--- src/rtl/ssd_pkg.sv ---
// Shared definitions for the two-digit seven-segment display path.
//   SSD_VAL_W     : width of a displayable binary value (0..127)
//   BCD_W         : width of one BCD digit
//   BCD_DASH      : digit code that ssd_display renders as a dash
//   SSD_MAX_SHOWN : largest value that fits on two decimal digits
//   BCD_RADIX     : subtrahend of the subtract-by-ten converter
//   ssd_state_e   : scheduler FSM states
package ssd_pkg;

    localparam int SSD_VAL_W = 7;
    localparam int BCD_W     = 4;

    localparam logic [BCD_W-1:0]     BCD_DASH      = 4'hF;
    localparam logic [SSD_VAL_W-1:0] SSD_MAX_SHOWN = 7'd99;
    localparam logic [SSD_VAL_W-1:0] BCD_RADIX     = 7'd10;

    typedef enum logic [1:0] {
        ST_IDLE,
        ST_LOAD,
        ST_CONV,
        ST_DONE
    } ssd_state_e;

endpackage

--- src/rtl/bcd2_seq.sv ---
// Sequential binary-to-two-digit-BCD converter (subtract by ten per cycle).
//   clk, rst : clock, synchronous active-high reset
//   start    : load value and begin a conversion
//   value    : binary input, 0..99 expected
//   busy     : a subtract step happens this cycle
//   done     : this cycle's subtract is the final one; ones/tens are final
//              on the next cycle
//   ones     : ones BCD digit
//   tens     : tens BCD digit
// Values below ten never set busy, so their result is ready one cycle
// after start. Otherwise the final subtract is flagged early so the caller
// can leave its wait state without spending an extra cycle on the check.
module bcd2_seq
    import ssd_pkg::*;
(
    input  logic                 clk,
    input  logic                 rst,
    input  logic                 start,
    input  logic [SSD_VAL_W-1:0] value,
    output logic                 busy,
    output logic                 done,
    output logic [BCD_W-1:0]     ones,
    output logic [BCD_W-1:0]     tens
);

    localparam logic [SSD_VAL_W-1:0] LAST_STEP_LIMIT = BCD_RADIX + BCD_RADIX;

    logic [SSD_VAL_W-1:0] rem;
    logic [BCD_W-1:0]     tens_q;

    always_ff @(posedge clk) begin
        if (rst) begin
            rem    <= '0;
            tens_q <= '0;
            busy   <= 1'b0;
        end else if (start) begin
            rem    <= value;
            tens_q <= '0;
            busy   <= (value >= BCD_RADIX);
        end else if (busy) begin
            // busy implies rem >= 10, so this never underflows
            rem    <= rem - BCD_RADIX;
            tens_q <= tens_q + 4'd1;
            if (rem < LAST_STEP_LIMIT) begin
                busy <= 1'b0;
            end
        end
    end

    assign done = busy && (rem < LAST_STEP_LIMIT);
    assign ones = rem[BCD_W-1:0];
    assign tens = tens_q;

endmodule

--- src/rtl/ssd_display_ctrl.sv ---
// Round-robin display scheduler for the two-digit PmodSSD.
//   clk, rst    : clock, synchronous active-high reset
//   src_valid   : per-source request for display time
//   src_value   : packed 7-bit binary values, source i at [7i+6:7i]
//   src_blink   : per-source blink request
//   digit_one   : ones BCD digit to ssd_display
//   digit_two   : tens BCD digit to ssd_display
//   one_en      : ones digit enable (low shows a dash)
//   two_en      : tens digit enable
//   cur_src     : index of the source on the display
//   disp_update : one-cycle pulse when the outputs above commit
//
// state   | meaning
// --------+------------------------------------------------------------
// IDLE    | first cycle after reset
// LOAD    | pick source (advance on slot expiry / invalid), latch value
// CONV    | converter subtracting tens
// DONE    | commit digits/enables, pulse disp_update
module ssd_display_ctrl
    import ssd_pkg::*;
#(
    parameter  int N_SRC        = 3,
    parameter  int DWELL_CYCLES = 200_000_000,
    parameter  int BLINK_CYCLES = 25_000_000,
    localparam int SEL_W        = (N_SRC > 1) ? $clog2(N_SRC) : 1
) (
    input  logic                       clk,
    input  logic                       rst,
    input  logic [N_SRC-1:0]           src_valid,
    input  logic [SSD_VAL_W*N_SRC-1:0] src_value,
    input  logic [N_SRC-1:0]           src_blink,
    output logic [BCD_W-1:0]           digit_one,
    output logic [BCD_W-1:0]           digit_two,
    output logic                       one_en,
    output logic                       two_en,
    output logic [SEL_W-1:0]           cur_src,
    output logic                       disp_update
);

    localparam int TMR_W = (DWELL_CYCLES > 1) ? $clog2(DWELL_CYCLES) : 1;
    localparam int BLK_W = (BLINK_CYCLES > 1) ? $clog2(BLINK_CYCLES) : 1;
    localparam logic [TMR_W-1:0] TMR_LAST = TMR_W'(DWELL_CYCLES - 1);
    localparam logic [BLK_W-1:0] BLK_LAST = BLK_W'(BLINK_CYCLES - 1);
    localparam logic [SEL_W-1:0] SEL_LAST = SEL_W'(N_SRC - 1);

    ssd_state_e state, state_nxt;

    logic [SEL_W-1:0]     sel;
    logic [SEL_W-1:0]     sel_adv;
    logic [SEL_W-1:0]     cand;
    logic                 adv_found;
    logic [SEL_W-1:0]     load_sel;
    logic [SSD_VAL_W-1:0] load_val;
    logic                 load_blink;
    logic                 load_ovf;
    logic                 any_valid;
    logic                 need_adv;

    logic [TMR_W-1:0]     slot_tmr;
    logic                 switch_pending;
    logic [BLK_W-1:0]     blink_cnt;
    logic                 blink_phase;

    logic                 blink_l;
    logic                 ovf_l;
    logic                 blank_l;
    logic                 en_gate;

    logic                 conv_start;
    logic                 conv_busy;
    logic                 conv_done;
    logic [BCD_W-1:0]     conv_ones;
    logic [BCD_W-1:0]     conv_tens;

    // Next valid index strictly after sel, wrapping; the final candidate is
    // sel itself so a lone valid source re-selects itself on expiry.
    always_comb begin
        sel_adv   = sel;
        adv_found = 1'b0;
        cand      = sel;
        for (int i = 0; i < N_SRC; i++) begin
            cand = (cand == SEL_LAST) ? '0 : cand + 1'b1;
            if (!adv_found && src_valid[cand]) begin
                adv_found = 1'b1;
                sel_adv   = cand;
            end
        end
    end

    assign any_valid  = |src_valid;
    assign need_adv   = switch_pending || !src_valid[sel];
    assign load_sel   = need_adv ? sel_adv : sel;
    assign load_val   = src_value[load_sel*SSD_VAL_W +: SSD_VAL_W];
    assign load_blink = src_blink[load_sel];
    assign load_ovf   = (load_val > SSD_MAX_SHOWN);
    assign en_gate    = !blink_l || blink_phase;

    always_ff @(posedge clk) begin
        if (rst) begin
            state <= ST_IDLE;
        end else begin
            state <= state_nxt;
        end
    end

    always_comb begin
        state_nxt  = state;
        conv_start = 1'b0;
        case (state)
            ST_IDLE: state_nxt = ST_LOAD;
            ST_LOAD: begin
                if (!any_valid || load_ovf) begin
                    state_nxt = ST_DONE;
                end else begin
                    conv_start = 1'b1;
                    // single-digit values are already final after the load
                    state_nxt  = (load_val >= BCD_RADIX) ? ST_CONV : ST_DONE;
                end
            end
            ST_CONV: begin
                if (conv_done || !conv_busy) begin
                    state_nxt = ST_DONE;
                end
            end
            ST_DONE: state_nxt = ST_LOAD;
            default: state_nxt = ST_IDLE;
        endcase
    end

    bcd2_seq u_bcd2_seq (
        .clk   (clk),
        .rst   (rst),
        .start (conv_start),
        .value (load_val),
        .busy  (conv_busy),
        .done  (conv_done),
        .ones  (conv_ones),
        .tens  (conv_tens)
    );

    always_ff @(posedge clk) begin
        if (rst) begin
            blink_cnt   <= '0;
            blink_phase <= 1'b0;
        end else if (blink_cnt == BLK_LAST) begin
            blink_cnt   <= '0;
            blink_phase <= ~blink_phase;
        end else begin
            blink_cnt <= blink_cnt + 1'b1;
        end
    end

    // A switch in LOAD restarts the slot, taking priority over expiry.
    always_ff @(posedge clk) begin
        if (rst) begin
            slot_tmr       <= '0;
            switch_pending <= 1'b0;
        end else if (state == ST_LOAD && need_adv) begin
            slot_tmr       <= '0;
            switch_pending <= 1'b0;
        end else if (any_valid) begin
            if (slot_tmr == TMR_LAST) begin
                slot_tmr       <= '0;
                switch_pending <= 1'b1;
            end else begin
                slot_tmr <= slot_tmr + 1'b1;
            end
        end
    end

    always_ff @(posedge clk) begin
        if (rst) begin
            sel     <= '0;
            blink_l <= 1'b0;
            ovf_l   <= 1'b0;
            blank_l <= 1'b0;
        end else if (state == ST_LOAD) begin
            sel     <= load_sel;
            blink_l <= load_blink;
            ovf_l   <= load_ovf;
            blank_l <= !any_valid;
        end
    end

    always_ff @(posedge clk) begin
        if (rst) begin
            digit_one   <= '0;
            digit_two   <= '0;
            one_en      <= 1'b0;
            two_en      <= 1'b0;
            cur_src     <= '0;
            disp_update <= 1'b0;
        end else begin
            disp_update <= (state == ST_DONE);
            if (state == ST_DONE) begin
                if (blank_l) begin
                    // digits and source index hold; only the enables drop
                    one_en <= 1'b0;
                    two_en <= 1'b0;
                end else begin
                    if (ovf_l) begin
                        digit_one <= BCD_DASH;
                        digit_two <= BCD_DASH;
                    end else begin
                        digit_one <= conv_ones;
                        digit_two <= conv_tens;
                    end
                    one_en  <= en_gate;
                    two_en  <= en_gate;
                    cur_src <= sel;
                end
            end
        end
    end

endmodule
--- config.mk ---
export PLATFORM = sky130hd
export DESIGN_NAME = ssd_display_ctrl
export DESIGN_NICKNAME = d
export VERILOG_FILES = /design/src/rtl/ssd_pkg.sv /design/src/rtl/bcd2_seq.sv /design/src/rtl/ssd_display_ctrl.sv
export SDC_FILE = /design/constraint.sdc
export NUM_CORES = 1
export LEC_CHECK = 0
export BUFFER_PORTS_ARGS = -buffer_cell sky130_fd_sc_hd__buf_2
export CORE_MARGIN = 2
export CORE_UTILIZATION = 55
export CTS_CLUSTER_DIAMETER = 100
export DETAILED_ROUTE_END_ITERATION = 10
export GPL_TIMING_DRIVEN = 1
export PLACE_DENSITY_LB_ADDON = 0.1
export SYNTH_ARGS = -nofsm -noshare
export SYNTH_HDL_FRONTEND = slang
export SYNTH_HIERARCHICAL = 1
export SYNTH_SLANG_ARGS = --single-unit
--- constraint.sdc ---
create_clock -name clk -period 6.76 [get_ports clk]
set_clock_uncertainty 0.15 [all_clocks]
set_input_delay 0.338 -clock clk [delete_from_list [all_inputs] [get_ports clk]]
set_output_delay 0.338 -clock clk [all_outputs]
set_load 0.05 [all_outputs]
==> results.json, run 1 <==
{
  "startpoint_type": "register",
  "place_ws_ns": 3.313,
  "synth_top_family_by_area": "simple AND/OR/NAND/NOR gates",
  "clock_path_buffers": 2,
  "netlist_instances": 478,
  "hold_viol": 0,
  "leakage_uw": 0.001630,
  "antenna_found_initial": 0,
  "startpoint": "sel[1]",
  "synth.mux.area_fraction_pct": 4.443,
  "postRouteAntennaNets": 0,
  "crit_path_end": "u_bcd2_seq/rem[4]",
  "drc": 0,
  "synth_xor_area_share_pct": 11.08,
  "grt_pass1_vias": 3104,
  "synth_fa_ha_area_share_pct": 2.404,
  "ys_async_sr_fraction_pct": 0,
  "clk_latency_ns": 0.36,
  "core_sq_um": 7253,
  "gp_congestion": 0.7787,
  "grt_pass1_wl_um": 13960,
  "max_freq_ghz": 0.2888,
  "clk_pin_slew_worst_paths_ns": 0.09,
  "n_fill_cell": 669,
  "final_nets": 543,
  "hpwl_um": 5773,
  "cts.htree.levels": 3,
  "slew_violations": 0,
  "fp.dieW_um": 90.46,
  "placement.io_buffers": 41,
  "critical_path_required_ns": 6.87,
  "status": "finished, final reports clean",
  "setup_tns_ns": 0,
  "powerDensity_nw_per_um2": 252.8,
  "crit_path_end_kind": "register",
  "cts_buffers": 9,
  "relSlewSlack_pct": 46.65,
  "crit-reg2reg-launch": "sel[1]",
  "num_antenna_cells": 0,
  "die_y_um": 90.46,
  "mostFrequentLayoutCell": "nor2_1",
  "ys_seq_elements": 86,
  "synth-compound-area-share_pct": 10.74,
  "grt-ovfl-total": 0,
  "fin_cells": 611,
  "multiInputGateArea_sq_um": 2166,
  "area_growth_pct": 9.373,
  "period_share_pct": 51.22,
  "path_buf_inv": 1,
  "clock_sinks": 86,
  "synth_simple_gate_area_share_pct": 24.01,
  "min_path_cells": 5,
  "crit_path_max_fanout": 12,
  "crit_chain": "nor3b_1 -> a21oi_1 -> a21oi_2 -> mux2i_1 -> o2bb2ai_1 -> o311ai_1 -> and3_4 -> clkinv_1 -> o221a_2",
  "layout_common_cells": "nor2_1 (99), dfxtp_1 (86), buf_2 (41), nand2_1 (33), xor2_1 (30)",
  "firstDrtPassIters": 4,
  "layout-drive-gt1-share_pct": 14.45,
  "cts_tree": "done",
  "crit_arrival_ns": 3.57,
  "ir_drop_mv": 0.1353,
  "ys_types": 56,
  "vias_per_cell": 5.327,
  "cap_violations": 0,
  "first_iter_violations": 103,
  "initial_utilization_pct": 56.68,
  "worstSetupPathType": "register to register",
  "tightest_slew_ns": 0.8002,
  "crit_slowest_cell": "a21oi_2",
  "critPathTopFamily": "compound AO/OA/AOI/OAI gates",
  "cts.repair.resized": 0,
  "max_stage_delay_ns": 0.65,
  "worst-r2r-cell-count": 9,
  "cts_root_buf": "clkbuf_8",
  "synth_edf_count": 0,
  "final_util_pct": 62.00,
  "r2r_end": "u_bcd2_seq/rem[4]",
  "design.die.area_sq_um": 8183,
  "fin_ws_ns": 3.297,
  "postCtsHoldBufs": 0,
  "post-route-min-period_ns": 3.463,
  "syn_area_sq_um": 4111,
  "vias": 3255,
  "synthFlopType": "dfxtp_1",
  "worst_hold_path_type": "primary input to register",
  "syn_avg_cell_area_sq_um": 8.601,
  "routedWlPerCell_um": 13.04,
  "core.rowCount": 31,
  "wl_um": 7970,
  "reg2reg_slack_ns": 3.30,
  "ys_warn_count": 6,
  "synth_nets": 514,
  "grt_max_degree": 35,
  "io_pins": 42,
  "seq_area_frac_synth_pct": 41.87,
  "dp_cells": 595,
  "grtUsageTotal_pct": 20.64,
  "crit_cells": 9,
  "rsz0062_at_grt": "no",
  "seq_area_sq_um": 1722,
  "postCtsSetupBuffers": 0,
  "setup_viol": 0
}
-- cell usage after synthesis, types with 7 or more instances --
cell,n,share of area (%)
nand3_1,20,2.4
and3_1,8,1.2
nor3_1,11,1.3
buf_4,8,1.5
ha_1,7,2.1
a21oi_1,13,1.6
nand2_1,33,3.0
a211oi_1,11,2.0
dfxtp_1,86,42
xnor2_1,22,4.7
nand4_1,9,1.4
o21ai_0,8,0.97
xor2_1,30,6.4
nor2_1,99,9.0
clkbuf_1,7,0.64
mux2i_1,16,3.9
inv_1,17,1.6
-- routing by layer --
| metal | vias to the layer above | GRT usage [%] | wire length, um |
|---|---|---|---|
| met2 | 43 | 34.58 | 3758 |
| met5 | - | 0 | 0 |
| li1 | 1692 | - | - |
| met4 | 0 | 7.179 | 110 |
| met1 | 1509 | 26.44 | 3878 |
| met3 | 11 | 4.257 | 223 |
-- sequential cells by signal, indices dropped and copies added (netlist names) --
signal / count
two_en: 1
digit_one: 4
blink_cnt: 25
slot_tmr: 28
ovf_l: 1
switch_pending: 1
state: 2
u_bcd2_seq/tens: 4
cur_src: 2
u_bcd2_seq/rem: 7
digit_two: 4
blank_l: 1
sel: 2
blink_l: 1
blink_phase: 1
disp_update: 1
u_bcd2_seq/busy: 1
-- stage by stage --
stage                     power (uW)  hold slack [ns]  cell area (sq um)
after detailed placement       777.5           0.3242               4292
after global placement         773.2           0.3082               4292
final                           1137           0.1746               4497
after floorplan                740.3           0.2601               4111
after CTS                       1147           0.1611               4497
after global routing            1193           0.2253               4497
-- cell type report --
| class | count | area share [%] |
|---|---|---|
| clock buffers | 9 | 2.755 |
| clock inverters | 7 | 1.809 |
| inverters | 18 | 1.503 |
| multi-input cells | 350 | 48.16 |
| flip-flops and latches | 86 | 38.29 |
| well taps | 99 | 2.755 |
| repair buffers | 42 | 4.730 |
-- power breakdown --
| part | internal (uW) | leakage [uW] | total, uW | switching (uW) |
|---|---|---|---|---|
| logic | 76.0 | 0.000833 | 202 | 126 |
| registers | 535 | 0.000697 | 565 | 30.1 |
| clock network | 175 | 0.000100 | 370 | 195 |
-- logic make-up (layout without fill, tap and decap cells) --
kind of cell,count (synthesis),in the layout
buffers and inverters,42,76
flip-flops,86,86
XOR/XNOR,52,52
adder cells (fa/ha/maj),8,8
multiplexers,18,18
AND/OR/NAND/NOR,211,211
AO/OA/AOI/OAI,61,61
-- worst reg2reg max path: cells and delay by family (launching register included) --
| kind | cells | cell delay [ns] |
|---|---|---|
| compound gates | 5 | 1.65 |
| buf+inv | 1 | 0.27 |
| flops | 1 | 0.42 |
| mux | 1 | 0.28 |
| simple gates | 2 | 0.60 |
-- how the worst min path moves through the flow --
stage          slack (ns)          from                 to
2_1_floorplan        0.26           rst  u_bcd2_seq/rem[6]
3_3_place_gp         0.31  blink_cnt[0]       blink_cnt[0]
3_5_place_dp         0.32  blink_cnt[0]       blink_cnt[0]
4_1_cts              0.16  src_value[7]  u_bcd2_seq/rem[0]
5_1_grt              0.23  src_value[7]  u_bcd2_seq/rem[0]
6_report             0.17  src_value[7]  u_bcd2_seq/rem[0]
Note: power is estimated with default switching activity, not from simulation.
==> inputs of run 2 (changes only) <==
clock period = 3.52 ns   (was 6.76 ns; I/O delays follow)
==> run 2 against run 1 <==
  * Via count shrank 1.0%
  * Worst hold slack worse by 0.13 ns
  * Global-route usage fell by 0.45 points
  * Critical endpoint unchanged
  * Largest power group unchanged
  * Highest routed layer unchanged
==> results.json, run 2 (same netlist as run 1, synthesis figures left out) <==
{
  "status": "finished, final reports clean",
  "setup_tns_ns": 0,
  "crit_arrival_ns": 3.26,
  "crit_path_max_fanout": 12,
  "gp_congestion": 0.8145,
  "worst_hold_path_type": "primary input to register",
  "grt_pass1_wl_um": 13770,
  "design.die.area_sq_um": 8183,
  "grtUsageTotal_pct": 20.20,
  "grtUsageMet1_pct": 26.82,
  "grt_max_degree": 26,
  "placement.io_buffers": 41,
  "cap_violations": 0,
  "layout_common_cells": "nor2_1 (99), dfxtp_1 (86), buf_2 (41), nand2_1 (33), xor2_1 (30)",
  "routedWlPerCell_um": 13.00,
  "area_growth_pct": 9.951,
  "startpoint_type": "register",
  "grt_pass1_vias": 3073,
  "first_iter_violations": 155,
  "max_stage_delay_ns": 0.54,
  "r2r_end": "u_bcd2_seq/rem[4]",
  "final_nets": 546,
  "die_y_um": 90.46,
  "crit_cells": 9,
  "grt-ovfl-total": 0,
  "core_sq_um": 7253,
  "crit_path_end": "u_bcd2_seq/rem[4]",
  "startpoint": "sel[1]",
  "clk_latency_ns": 0.34,
  "leakage_uw": 0.001644,
  "wl_um": 7970,
  "grt_use_met2_pct": 33.33,
  "mostFrequentLayoutCell": "nor2_1",
  "antenna_found_initial": 0,
  "postRouteAntennaNets": 0,
  "path_buf_inv": 1,
  "worstSetupPathType": "register to register",
  "cts_buffers": 9,
  "hold_viol": 0,
  "use_met3_pct": 4.341,
  "period_share_pct": 89.99,
  "io_pins": 42,
  "largest_reg_flops": 28,
  "clk_pin_slew_worst_paths_ns": 0.08,
  "tightest_slew_ns": 0.5276,
  "n_fill_cell": 665,
  "drc": 0,
  "clock_path_buffers": 2,
  "ir_drop_mv": 0.2747,
  "max_freq_ghz": 0.3157,
  "fin_cells": 613,
  "reg2reg_slack_ns": 0.35,
  "postCtsSetupBuffers": 0,
  "regMostFlops": "slot_tmr",
  "worst-r2r-cell-count": 9,
  "rsz0062_at_grt": "no",
  "layout-drive-gt1-share_pct": 14.20,
  "vias": 3222,
  "powerDensity_nw_per_um2": 486.4,
  "critical_path_required_ns": 3.61,
  "fp.dieW_um": 90.46,
  "relSlewSlack_pct": 64.56,
  "hpwl_um": 5785,
  "cts_tree": "done",
  "firstDrtPassIters": 4,
  "dp_cells": 597,
  "crit_slowest_cell": "dfxtp_1",
  "power_uw": 2199,
  "cts.htree.levels": 3,
  "num_antenna_cells": 0,
  "crit-reg2reg-launch": "sel[1]",
  "busiest_layer": "met2",
  "crit_path_frequent_cell": "nand2_1",
  "clock_sinks": 86,
  "critPathTopFamily": "compound AO/OA/AOI/OAI gates",
  "post-route-min-period_ns": 3.168,
  "reg_top3": "slot_tmr (28), blink_cnt (25), u_bcd2_seq/rem (7)",
  "cts_root_buf": "clkbuf_8",
  "core.rowCount": 31,
  "crit_path_end_kind": "register",
  "initial_utilization_pct": 56.68,
  "setup_viol": 0,
  "crit_chain": "mux2_2 -> o22ai_1 -> nand2_1 -> nand2_1 -> o2bb2ai_1 -> o311ai_1 -> and3_4 -> clkinv_1 -> o221a_2",
  "vias_per_cell": 5.256,
  "slew_violations": 0
}
## run 2: cell count changes in the layout (fill, tap and decap cells not counted)
cell	before	now
clkinv_4	3	0
buf_4	1	3
clkbuf_1	0	2
inv_6	2	0
bufinv_16	1	2
clkinv_2	0	1
dlygate4sd3_1	0	1
## run 2: worst min path at each step
stage                             from           endpoint  slack (ns)  cells after the start
after floorplan                    rst  u_bcd2_seq/rem[6]         0.1                      1
after global placement    blink_cnt[0]       blink_cnt[0]        0.31                      1
after detailed placement  blink_cnt[0]       blink_cnt[0]        0.31                      1
after CTS                 src_blink[1]            blink_l        0.03                      3
after global routing      src_blink[1]            blink_l        0.04                      3
final                     src_blink[1]            blink_l        0.04                      3
## run 2: worst min-delay path, delay by kind of cell
| kind | cells | cell delay [ns] |
|---|---|---|
| AOI/OAI and AO/OA | 2 | 0.21 |
| buffers and inverters | 1 | 0.10 |
## run 2: area by class of cell
| cell class | count | area [sq um] | area share, % |
|---|---|---|---|
| multi-input combinational | 350 | 2166 | 47.91 |
| tap | 99 | 123.9 | 2.740 |
| inverter | 18 | 67.56 | 1.495 |
| timing repair buffer | 45 | 237.7 | 5.259 |
| clock buffer | 11 | 131.4 | 2.906 |
| clock inverter | 4 | 72.57 | 1.605 |
| sequential | 86 | 1722 | 38.08 |
## run 2: stage by stage
stage	cell area [sq um]	utilization (%)	hold WS (ns)	worst slack, ns
after global routing	4521	62.33	0.03998	0.07539
after detailed placement	4307	59.38	0.3138	0.3982
final	4521	62.33	0.04379	0.3524
after CTS	4521	62.33	0.03498	0.3891
after global placement	4307	59.38	0.3106	0.4991
after floorplan	4111	-	0.09814	0.7351
## run 2: metal layers
layer	up-vias	share of wire, %
met5	-	0
met4	0	1.1
met3	7	2.1
met2	23	46
met1	1507	50
li1	1685	-
## run 2: timing repair
| action | CTS | global route |
|---|---|---|
| hold endpoints to repair | 6 | 0 |
| resized for setup | 0 | 0 |
| hold buffers | 1 | 0 |
## run 2: where the power goes
group          internal (uW)  switching (uW)  leakage (uW)
registers               1030            59.3      0.000697
logic                    148             240      0.000847
clock network            396             329     0.0000994
==> inputs of run 3 (changes only) <==
SETUP_SLACK_MARGIN = 0.5   (was default)
==> run 3 against run 2 <==
  * Die area stayed put
  * Routed wire length increased by 4.2%
  * Largest cell class unchanged
  * Critical path type unchanged
  * Register-to-register slack better by 0.22 ns
  * Largest power group unchanged
  * Critical endpoint is now u_bcd2_seq/rem[5]
  * Setup slack improved by 0.22 ns
==> results.json, run 3 (same netlist as run 1, synthesis figures left out) <==
{
  "wl_um": 8303,
  "relSlewSlack_pct": 63.55,
  "core_sq_um": 7253,
  "status": "finished, final reports clean",
  "min_path_cells": 3,
  "placement.io_buffers": 41,
  "cts_buffers": 9,
  "clk_pin_slew_worst_paths_ns": 0.08,
  "hold_viol": 0,
  "regMostFlops": "slot_tmr",
  "crit_arrival_ns": 3.06,
  "period_share_pct": 83.64,
  "place_ws_ns": 0.3982,
  "mostFrequentLayoutCell": "nor2_1",
  "grt-ovfl-total": 0,
  "ir_drop_mv": 0.2859,
  "max_stage_delay_ns": 0.50,
  "n_fill_cell": 645,
  "clock_path_buffers": 2,
  "firstDrtPassIters": 4,
  "fp.dieW_um": 90.46,
  "p_seq_share_pct": 48.4,
  "antenna_found_initial": 0,
  "cts.htree.levels": 3,
  "setup_viol": 0,
  "grtUsageTotal_pct": 20.20,
  "cts_root_buf": "clkbuf_8",
  "cap_violations": 0,
  "routedWlPerCell_um": 13.50,
  "final_util_pct": 64.24,
  "p_clk_share_pct": 32.3,
  "clk_latency_ns": 0.34,
  "worst_hold_path_type": "primary input to register",
  "first_iter_violations": 155,
  "area_growth_pct": 13.33,
  "hpwl_um": 5785,
  "p_sw_uw": 655.0,
  "fin_cells": 615,
  "critical_path_required_ns": 3.64,
  "postRouteAntennaNets": 0,
  "layout-drive-gt1-share_pct": 17.25,
  "drc": 0,
  "core.rowCount": 31,
  "largest_reg_flops": 28,
  "tightest_slew_ns": 0.5426,
  "rsz0062_at_grt": "no",
  "layout_common_cells": "nor2_1 (99), dfxtp_1 (83), buf_2 (41), nand2_1 (31), xor2_1 (30)",
  "slew_violations": 0,
  "reg2reg_slack_ns": 0.58,
  "grt_pass1_vias": 3075,
  "dp_cells": 597,
  "cts_tree": "done",
  "power.internal_uw": 1590,
  "design.die.area_sq_um": 8183,
  "startpoint": "sel[1]",
  "worstSetupPathType": "register to register",
  "setup_tns_ns": 0,
  "clock_sinks": 86,
  "max_freq_ghz": 0.3397,
  "leakage_uw": 0.001685,
  "startpoint_type": "register",
  "combPwrFrac_pct": 19.3,
  "crit_chain": "mux2_2 -> o22ai_2 -> nand2_2 -> a21oi_4 -> o2bb2ai_4 -> o311ai_2 -> and3_4 -> or4_1 -> a31oi_1",
  "holdCritStartpoint": "src_blink[1]",
  "vias_per_cell": 5.372,
  "crit_slowest_cell": "or4_1",
  "die_y_um": 90.46,
  "crit_path_max_fanout": 12,
  "vias": 3304,
  "num_antenna_cells": 0,
  "post-route-min-period_ns": 2.944,
  "grt_max_degree": 26,
  "io_pins": 42,
  "gp_congestion": 0.8145,
  "fin_ws_ns": 0.5759,
  "final_nets": 548,
  "crit_path_end_kind": "register",
  "switching_share_pct": 29.17,
  "initial_utilization_pct": 56.68,
  "reg_top3": "slot_tmr (28), blink_cnt (25), u_bcd2_seq/rem (7)",
  "crit-reg2reg-launch": "sel[1]",
  "grt_pass1_wl_um": 13770,
  "powerDensity_nw_per_um2": 481.9,
  "worst-r2r-cell-count": 9
}
run 3: cell types whose count changed in the layout (fill, tap and decap cells not counted), moves of 2 or more:
cell,previous run,this run
o2bb2ai_1,6,1
o2bb2ai_4,0,5
dfxtp_1,86,83
buf_4,3,5
dfxtp_2,0,2
nand2_1,33,31
nand2_2,0,2
run 3: worst paths after layout:
path,to
worst max register to register,u_bcd2_seq/rem[5]
worst max-delay path,u_bcd2_seq/rem[5]
worst min register to register,blink_cnt[0]
worst min-delay path,blink_l
run 3: area by class of cell:
| type | count | area (sq um) | area share [%] |
|---|---|---|---|
| multi-input cells | 350 | 2282 | 48.98 |
| flip-flops and latches | 86 | 1728 | 37.08 |
| repair buffers | 47 | 252.7 | 5.424 |
| clock buffers | 11 | 131.4 | 2.820 |
| well taps | 99 | 123.9 | 2.658 |
| clock inverters | 4 | 72.57 | 1.557 |
| inverters | 18 | 68.82 | 1.477 |
run 3: critical path: cells and delay by family (launching register included):
family | cells | cell delay (ns)
AOI/OAI and AO/OA | 5 | 1.09
and+or+nand+nor | 3 | 0.86
DFF | 1 | 0.41
muxes | 1 | 0.35
run 3: routing by layer:
metal | GRT usage [%] | part of all wire (%) | up-vias
li1 | - | - | 1694
met1 | 26.77 | 49 | 1562
met2 | 33.40 | 48 | 40
met3 | 4.341 | 2.4 | 8
met4 | 5.385 | 1.1 | 0
met5 | 0 | 0 | -
run 3: timing repair:
item	in CTS	in global routing
hold buffers	1	0
setup endpoints to repair	6	6
setup buffers	0	2
hold endpoints to repair	6	0
pin swaps	0	1
gates resized for setup	2	18
run 3: metrics by stage:
step	power, uW	hold slack [ns]	cell area [sq um]
after floorplan	1422	0.09814	4111
after global placement	1487	0.3106	4307
after detailed placement	1495	0.3138	4307
after CTS	2218	0.03498	4523
after global routing	2359	0.03998	4659
final	2245	0.04244	4659
run 3: power groups by stage:
| stage | Sequential [uW] | Clock (uW) | Combinational, uW |
|---|---|---|---|
| 2_1_floorplan | 1140 | 0 | 285 |
| 3_3_place_gp | 1110 | 0 | 379 |
| 3_5_place_dp | 1110 | 0 | 387 |
| 4_1_cts | 1090 | 742 | 390 |
| 5_1_grt | 1100 | 790 | 473 |
| 6_report | 1090 | 726 | 433 |
